$ cat config.mk
export PLATFORM = sky130hd
export DESIGN_NAME = sr_ram_stream_reader
export DESIGN_NICKNAME = d
export VERILOG_FILES = /design/src/rtl/sr_ram_stream_reader.sv
export SDC_FILE = /design/constraint.sdc
export NUM_CORES = 1
export LEC_CHECK = 0
export CORE_MARGIN = 5
export CORE_UTILIZATION = 40
export DETAILED_ROUTE_END_ITERATION = 6
export GPL_TIMING_DRIVEN = 0
export PLACE_DENSITY = 0.68
export SYNTH_ARGS = -nofsm -noshare
export SYNTH_HDL_FRONTEND = slang
export SYNTH_SLANG_ARGS = --single-unit
$ cat constraint.sdc
create_clock -name clk -period 2.3 [get_ports clk]
set_input_delay 0.23 -clock clk [delete_from_list [all_inputs] [get_ports clk]]
set_output_delay 0.23 -clock clk [all_outputs]
set_load 0.05 [all_outputs]
$ cat src/rtl/sr_ram_stream_reader.sv
// Streams a run of consecutive RAM words (wrapping at DEPTH) onto a valid/ready port,
// hiding the RAM's one-cycle read latency behind a two-entry skid FIFO.
module sr_ram_stream_reader #(
  parameter int DATA_WIDTH    = 8,
  parameter int DEPTH         = 4,
  parameter int ADDRESS_WIDTH = $clog2(DEPTH),
  parameter int LEN_WIDTH     = ADDRESS_WIDTH + 1
) (
  input  logic                     clk,
  input  logic                     rst_n,
  input  logic                     start,
  input  logic [ADDRESS_WIDTH-1:0] base_addr,
  input  logic [LEN_WIDTH-1:0]     length,
  output logic                     busy,
  output logic                     done,
  output logic                     ram_chip_select,
  output logic                     ram_read_enable,
  output logic [ADDRESS_WIDTH-1:0] ram_read_addr,
  input  logic [DATA_WIDTH-1:0]    ram_read_data,
  output logic                     m_valid,
  input  logic                     m_ready,
  output logic [DATA_WIDTH-1:0]    m_data,
  output logic                     m_last
);

  // Stream handshake: a word transfers on every cycle where m_valid && m_ready;
  // m_valid never waits on m_ready, and m_data/m_last hold while stalled.

  typedef enum logic [1:0] {IDLE, FETCH, DRAIN} state_t;

  state_t                  state;
  logic [ADDRESS_WIDTH-1:0] addr;
  logic [LEN_WIDTH-1:0]     remaining;
  logic                     inflight;
  logic                     inflight_last;

  logic [DATA_WIDTH-1:0]    fifo_data [2];
  logic [1:0]               fifo_last;
  logic                     wr_ptr;
  logic                     rd_ptr;
  logic [1:0]               fifo_count;

  logic                     pop;
  logic                     issue;
  logic [2:0]               occupancy;

  assign m_valid   = (fifo_count != 2'd0);
  assign m_data    = fifo_data[rd_ptr];
  assign m_last    = m_valid && fifo_last[rd_ptr];
  assign pop       = m_valid && m_ready;

  // Words already buffered or on their way, after this cycle's pop frees a slot.
  assign occupancy = 3'(fifo_count) + 3'(inflight) - 3'(pop);
  assign issue     = (state == FETCH) && (remaining != '0) && (occupancy < 3'd2);

  assign ram_read_enable = issue;
  assign ram_chip_select = issue;
  assign ram_read_addr   = addr;

  always_ff @(posedge clk or negedge rst_n) begin
    if (!rst_n) begin
      state         <= IDLE;
      addr          <= '0;
      remaining     <= '0;
      inflight      <= 1'b0;
      inflight_last <= 1'b0;
      busy          <= 1'b0;
      done          <= 1'b0;
    end else begin
      inflight      <= issue;
      inflight_last <= issue && (remaining == LEN_WIDTH'(1));
      done          <= 1'b0;
      if (issue) begin
        addr      <= (addr == ADDRESS_WIDTH'(DEPTH - 1)) ? '0 : addr + ADDRESS_WIDTH'(1);
        remaining <= remaining - LEN_WIDTH'(1);
      end
      case (state)
        IDLE: begin
          if (start) begin
            if (length != '0) begin
              state     <= FETCH;
              addr      <= base_addr;
              remaining <= length;
              busy      <= 1'b1;
            end else begin
              done <= 1'b1;
            end
          end
        end
        FETCH: begin
          if (issue && (remaining == LEN_WIDTH'(1))) state <= DRAIN;
        end
        DRAIN: begin
          if (pop && m_last) begin
            state <= IDLE;
            busy  <= 1'b0;
            done  <= 1'b1;
          end
        end
        default: state <= IDLE;
      endcase
    end
  end

  always_ff @(posedge clk or negedge rst_n) begin
    if (!rst_n) begin
      for (int i = 0; i < 2; i++) fifo_data[i] <= '0;
      fifo_last  <= '0;
      wr_ptr     <= 1'b0;
      rd_ptr     <= 1'b0;
      fifo_count <= 2'd0;
    end else begin
      if (inflight) begin
        fifo_data[wr_ptr] <= ram_read_data;
        fifo_last[wr_ptr] <= inflight_last;
        wr_ptr            <= ~wr_ptr;
      end
      if (pop) rd_ptr <= ~rd_ptr;
      case ({inflight, pop})
        2'b10:   fifo_count <= fifo_count + 2'd1;
        2'b01:   fifo_count <= fifo_count - 2'd1;
        default: fifo_count <= fifo_count;
      endcase
    end
  end

endmodule

==> impl_metrics.ini, run 1 <==
[synthesis]
yosys_warnings = 0
synth_cell_types = 29
synth_nets = 147
synth_most_common_cell = dfrtp_1
syn_area_sq_um = 1580
synth-seq-cells = 33
synth_common_cells = 33 x dfrtp_1, 26 x mux2_2, 11 x nand2_1, 7 x inv_1
synth_edf_count = 0
synth.area.top_cells = dfrtp_1 52%, mux2_2 19%, ha_1 3.2%, nand2_1 2.6%, mux2i_1 1.9%
synth_ff_type = dfrtp_1
synth.area.mux_share_pct = 22.4
synth_compound_area_share_pct = 4.53
synth_cells = 125
seq_area_frac_synth_pct = 52.4
synthXorXnorAreaFrac_pct = 2.78
yosys.area_share.simple_pct = 9.53
async_flop_share_pct = 100
synth-adder-area-share_pct = 4.45
synth.largest_area_cell = dfrtp_1
synth_top_family_by_area = multiplexers
syn_avg_cell_area_sq_um = 12.6
synth.top_cell.area_share_pct = 52.4

[route]
drc = 0
vias = 1103
drtPass1Iterations = 4
wl_per_cell_microns = 15.0
vias_per_cell = 5.11
final_antenna_net_count = 0
drtIter0Drc = 28
drt_wl_total_mm = 3.25

[floorplanning]
dieArea_sq_um = 5290
fp-row-count = 22
die_h_microns = 72.8
initial_core_util_pct = 42.1
coreArea_sq_um = 3740
fp.dieW_microns = 72.8
num_io_pins = 33

[final_layout]
fin_cells = 216
drive_above_1_share_pct = 36.3
antennaDiodeCount = 0
area_growth_pct = 35.9
nNetsFinal = 190

[worst_setup_path]
r2r_end = remaining[1]$_DFF_PN0_
slowest_delay_ns = 0.52
r2r_slack_ns = -0.22
worst_setup_path_start_kind = flip-flop
r2r-start = fifo_count[1]$_DFFE_PN0P_
crit_chain = nand2_2, nor2_4, a21oi_2, nand2b_4, fa_2, or4b_4, clkinvlp_4, buf_8, buf_8
reg2regPathDepth = 10
crit_path_frequent_cell = buf_8
path_max_fanout = 3
cp_slowest_cell = fa_2
critPathArrivalTime_ns = 2.38
startpoint = fifo_count[1]$_DFFE_PN0P_
end_kind = output pin
path_class = flip-flop to output pin
required_ns = 2.07

[hold_path]
min_path_type = primary input to async pin

[sta]
fmax_ghz = 0.383
hold_ws_ns = 0.00570
min_period_ns = 2.61
drv_slew = 0
fin_skew_ns = 0.00950
tightestPinTransition_ns = 0.729
rsz0062_at_grt = yes
slew_headroom_pct = 51.4
hold_viol = 0
setup_viol = 10
layout_setup_ws_ns = -0.309
timing.final.crit_share_pct = 113

[global_route]
grt_antenna_before_repair = 0
grt_max_degree = 34
grt_pass1_vias = 1162
grt_overflow_total = 0
grt_pass1_wl_mm = 5.27
grtUsageTotal_pct = 13.3

[clocking]
cts_hold_buf = 0
root_buffer = clkbuf_8
path_clk_slew_ns = 0.07
cts_tree = built
cts.htree.levels = 2
cts_sinks = 33
cts_buffers = 5
clk_latency_ns = 0.29
clk_path_buf_depth = 2

[run]
max_cap_violations = 0

[place]
dp_cells = 205
io_buffer_count = 32
place_congestion = 0.783
dpl.hpwl_mm = 2.32
post-place-ws_ns = -1.37

[status]
outcome = complete, but fails checks
failed_checks = setup timing
## cell families after synthesis
group,after synthesis
AOI/OAI and AO/OA,11
xor gates and xnor gates,5
adders and majority gates,5
buffers and inverters,13
DFF,33
muxes,31
and+or+nand+nor,27
## worst max path at each step
stage	to	slack [ns]	cells past startpoint
finish	ram_read_enable	-0.31	9
floorplan	ram_read_enable	-0.29	9
CTS	ram_read_enable	-0.43	9
global placement	ram_read_enable	-1.33	11
detailed placement	ram_read_enable	-1.37	11
global route	ram_read_enable	-0.40	9
## flip-flops by register name (all words and copies together) (netlist names)
signal / count
inflight_last: 1
ram_read_addr: 2
fifo_last: 2
fifo_data: 16
rd_ptr: 1
busy: 1
inflight: 1
state: 2
remaining: 3
fifo_count: 2
wr_ptr: 1
done: 1
## layout make-up
class,count,area [sq um]
Clock inverter,2,35.0
Tap cell,48,60.1
Clock buffer,5,68.8
Multi-Input combinational cell,79,723
Timing Repair Buffer,38,368
Inverter,7,30.0
Sequential cell,33,828
Fill cell,341,1600
Buffer,4,27.5
## through the flow
stage               area (sq um)  setup TNS (ns)  util, %
floorplan                   1610          -0.676        -
detailed placement          1990           -7.69     53.2
global placement            1990           -7.09     53.2
CTS                         2150           -1.81     57.4
finish                      2140           -1.64     57.2
global route                2140           -2.45     57.2
## worst max-delay path, delay by kind of cell, from the launching register on
kind / cells / cell delay, ns
adders and majority gates: 1 / 0.52
buffers and inverters: 3 / 0.33
and+or+nand+nor: 4 / 0.82
AOI/OAI and AO/OA: 1 / 0.05
DFF: 1 / 0.37
## repair_timing
item	in CTS	in global routing
setup buffers	4	3
endpoints found under the setup margin	12	10
pin swaps	1	1
resized for setup	25	2
## metal layers
layer	part of all wire (%)	up-vias	global-route usage, %
met5	0	-	0
met4	1.5	0	5.53
met3	7.8	5	5.23
met2	51	37	22.5
met1	40	555	14.7
li1	-	506	-
## cell usage in the layout (no fill, tap or decap), types with 2 or more instances in the layout
cell	Yosys	final
xor2_1	2	2
ha_1	4	4
clkbuf_1	3	2
inv_1	7	6
nor2_1	4	3
mux2_2	26	26
nor2b_1	2	2
o21ai_1	0	3
nand2b_1	3	2
o21ai_2	2	2
a21oi_1	3	2
mux2_4	2	2
xnor2_1	3	2
clkdlybuf4s50_1	0	27
buf_2	1	2
buf_8	0	3
buf_4	1	6
mux2i_1	3	3
dfrtp_1	33	31
dlygate4sd2_1	0	2
clkbuf_8	0	5
dfrtp_2	0	2
nand2_1	11	10
nor3_1	2	2
Power of run 1 is left out: the tool's default activity adds up to more than one toggle a clock period on the data nets, which glitch-free logic cannot reach.
==> run 2, diff against run 1 <==
CAP_MARGIN = 20   (was not set)
HOLD_SLACK_MARGIN = 0.06   (was not set)
==> run 2 against run 1 <==
  * The flow still finishes with violations (setup timing)
  * Final cell count is 3.2% higher
  * Clock skew is 0.0021 ns lower
  * Non-clock buffer count is 6 higher
  * Setup slack worse by 0.039 ns
  * Flip-flop and latch count stayed put
  * Fmax is 1.5% lower
==> impl_metrics.ini, run 2 (synthesized netlist as in run 1, its figures left out) <==
[final_layout]
antennaDiodeCount = 0
nFillCells = 322
largest-register = fifo_data
nNetsFinal = 196
multiInputGateArea_sq_um = 723
drive_above_1_share_pct = 38.3
layout_common_cells = 31 x dfrtp_1, 28 x clkdlybuf4s50_1, 26 x mux2_2, 10 x nand2_1, 7 x buf_4
largest_reg_flops = 16
ff_latch_area_sq_um = 828
reg_top3 = fifo_data (16), remaining (3)
area_growth_pct = 40.2
fin_cells = 223
final_common_cell = dfrtp_1

[clocking]
clk_path_buf_depth = 2
path_clk_slew_ns = 0.07
cts_hold_buf = 0
cts_buffers = 5
clk_latency_ns = 0.29
cts_sinks = 33
root_buffer = clkbuf_8
cts_tree = built
cts.htree.levels = 2

[sta]
layout_setup_ws_ns = -0.348
hold_ws_ns = 0.352
slew_headroom_pct = 53.9
drv_slew = 0
tightestPinTransition_ns = 0.689
setup_tns_ns = -2.09
fin_skew_ns = 0.00739
setup_viol = 10
min_period_ns = 2.65
timing.final.crit_share_pct = 115
rsz0062_at_grt = yes
fmax_ghz = 0.378
hold_viol = 0

[floorplanning]
fp-row-count = 22
num_io_pins = 33
coreArea_sq_um = 3740
dieArea_sq_um = 5290
initial_core_util_pct = 42.1
fp.dieW_microns = 72.8
die_h_microns = 72.8

[worst_setup_path]
slowest_delay_ns = 0.52
end_kind = output pin
path_max_fanout = 3
worst_setup_path_start_kind = flip-flop
path_class = flip-flop to output pin
critPathArrivalTime_ns = 2.42
crit_chain = nand2_2, nor2_4, a21oi_2, nand2b_4, fa_2, or4b_4, clkinvlp_4, buf_8, buf_8
crit_path_frequent_cell = buf_8
required_ns = 2.07
cp_slowest_cell = fa_2

[global_route]
grt_overflow_total = 0
grtUsageTotal_pct = 13.5
grt_antenna_before_repair = 0
grt_pass1_wl_mm = 5.38
grt_max_degree = 22
grt_pass1_vias = 1143

[place]
post-place-ws_ns = -1.38
io_buffer_count = 32
dpl.hpwl_mm = 2.28
dp_cells = 206
place_congestion = 0.783

[route]
final_antenna_net_count = 0
drtIter0Drc = 49
vias = 1118
drc = 0
vias_per_cell = 5.01
drt_wl_total_mm = 3.34
drtPass1Iterations = 4
wl_per_cell_microns = 15.0

[status]
failed_checks = setup timing
outcome = complete, but fails checks

[run]
max_cap_violations = 0

[hold_path]
min_path_type = primary input to async pin
-- run 2: cell types whose count changed in the layout (fill, tap and decap cells not counted) --
| cell | before | now |
|---|---|---|
| buf_16 | 0 | 1 |
| clkinvlp_4 | 1 | 2 |
| clkinv_2 | 1 | 2 |
| clkdlybuf4s50_1 | 27 | 28 |
| buf_6 | 0 | 4 |
| buf_2 | 2 | 1 |
| buf_4 | 6 | 7 |
| bufinv_16 | 1 | 0 |
-- run 2: routing by layer --
metal	part of all wire (%)	global-route usage [%]
met3	6.9	4.68
met1	42	15.9
met2	49	20.7
met5	0	0
met4	1.9	9.02
-- run 2: cell type report --
cell class | instances | share of cell area [%]
multi-input combinational | 79 | 32.7
sequential | 33 | 37.5
timing repair buffer | 44 | 20.5
buffer | 4 | 1.25
clock buffer | 5 | 3.12
tap | 48 | 2.72
clock inverter | 3 | 0.793
inverter | 7 | 1.36
-- run 2: through the flow --
| stage | cell area (sq um) | util [%] |
|---|---|---|
| 2_1_floorplan | 1610 | - |
| 3_3_place_gp | 1990 | 53.2 |
| 3_5_place_dp | 2020 | 53.9 |
| 4_1_cts | 2170 | 57.9 |
| 5_1_grt | 2210 | 59.0 |
| 6_report | 2210 | 59.0 |
-- run 2: worst max-delay path: cells and delay by family, from the launching register on --
kind / cells / cell delay (ns)
AO/OA/AOI/OAI: 1 / 0.05
buffers and inverters: 3 / 0.34
flip-flops: 1 / 0.37
adder cells (fa/ha/maj): 1 / 0.52
AND/OR/NAND/NOR: 4 / 0.83
-- run 2: path summary, 6_finish.rpt --
check / slack (ns) / cells after the start / start / end
min: 0.35 / 1 / rst_n / fifo_data[6]$_DFFE_PN0P_
min reg2reg: 0.48 / 1 / remaining[2]$_DFF_PN0_ / inflight_last$_DFF_PN0_
max: -0.35 / 9 / fifo_count[1]$_DFFE_PN0P_ / ram_read_enable
min in group clk: 0.46 / 3 / m_ready / rd_ptr$_DFFE_PN0P_
max in group asynchronous: 1.40 / 2 / rst_n / fifo_count[0]$_DFFE_PN0P_
max reg2reg: -0.25 / 10 / fifo_count[1]$_DFFE_PN0P_ / remaining[2]$_DFF_PN0_
-- run 2: timing repair --
action	CTS	global route
endpoints found under the setup margin	12	10
gates resized for setup	23	7
buffers inserted	6	6
pin swaps	1	2
Power of run 2 is left out for the same reason.
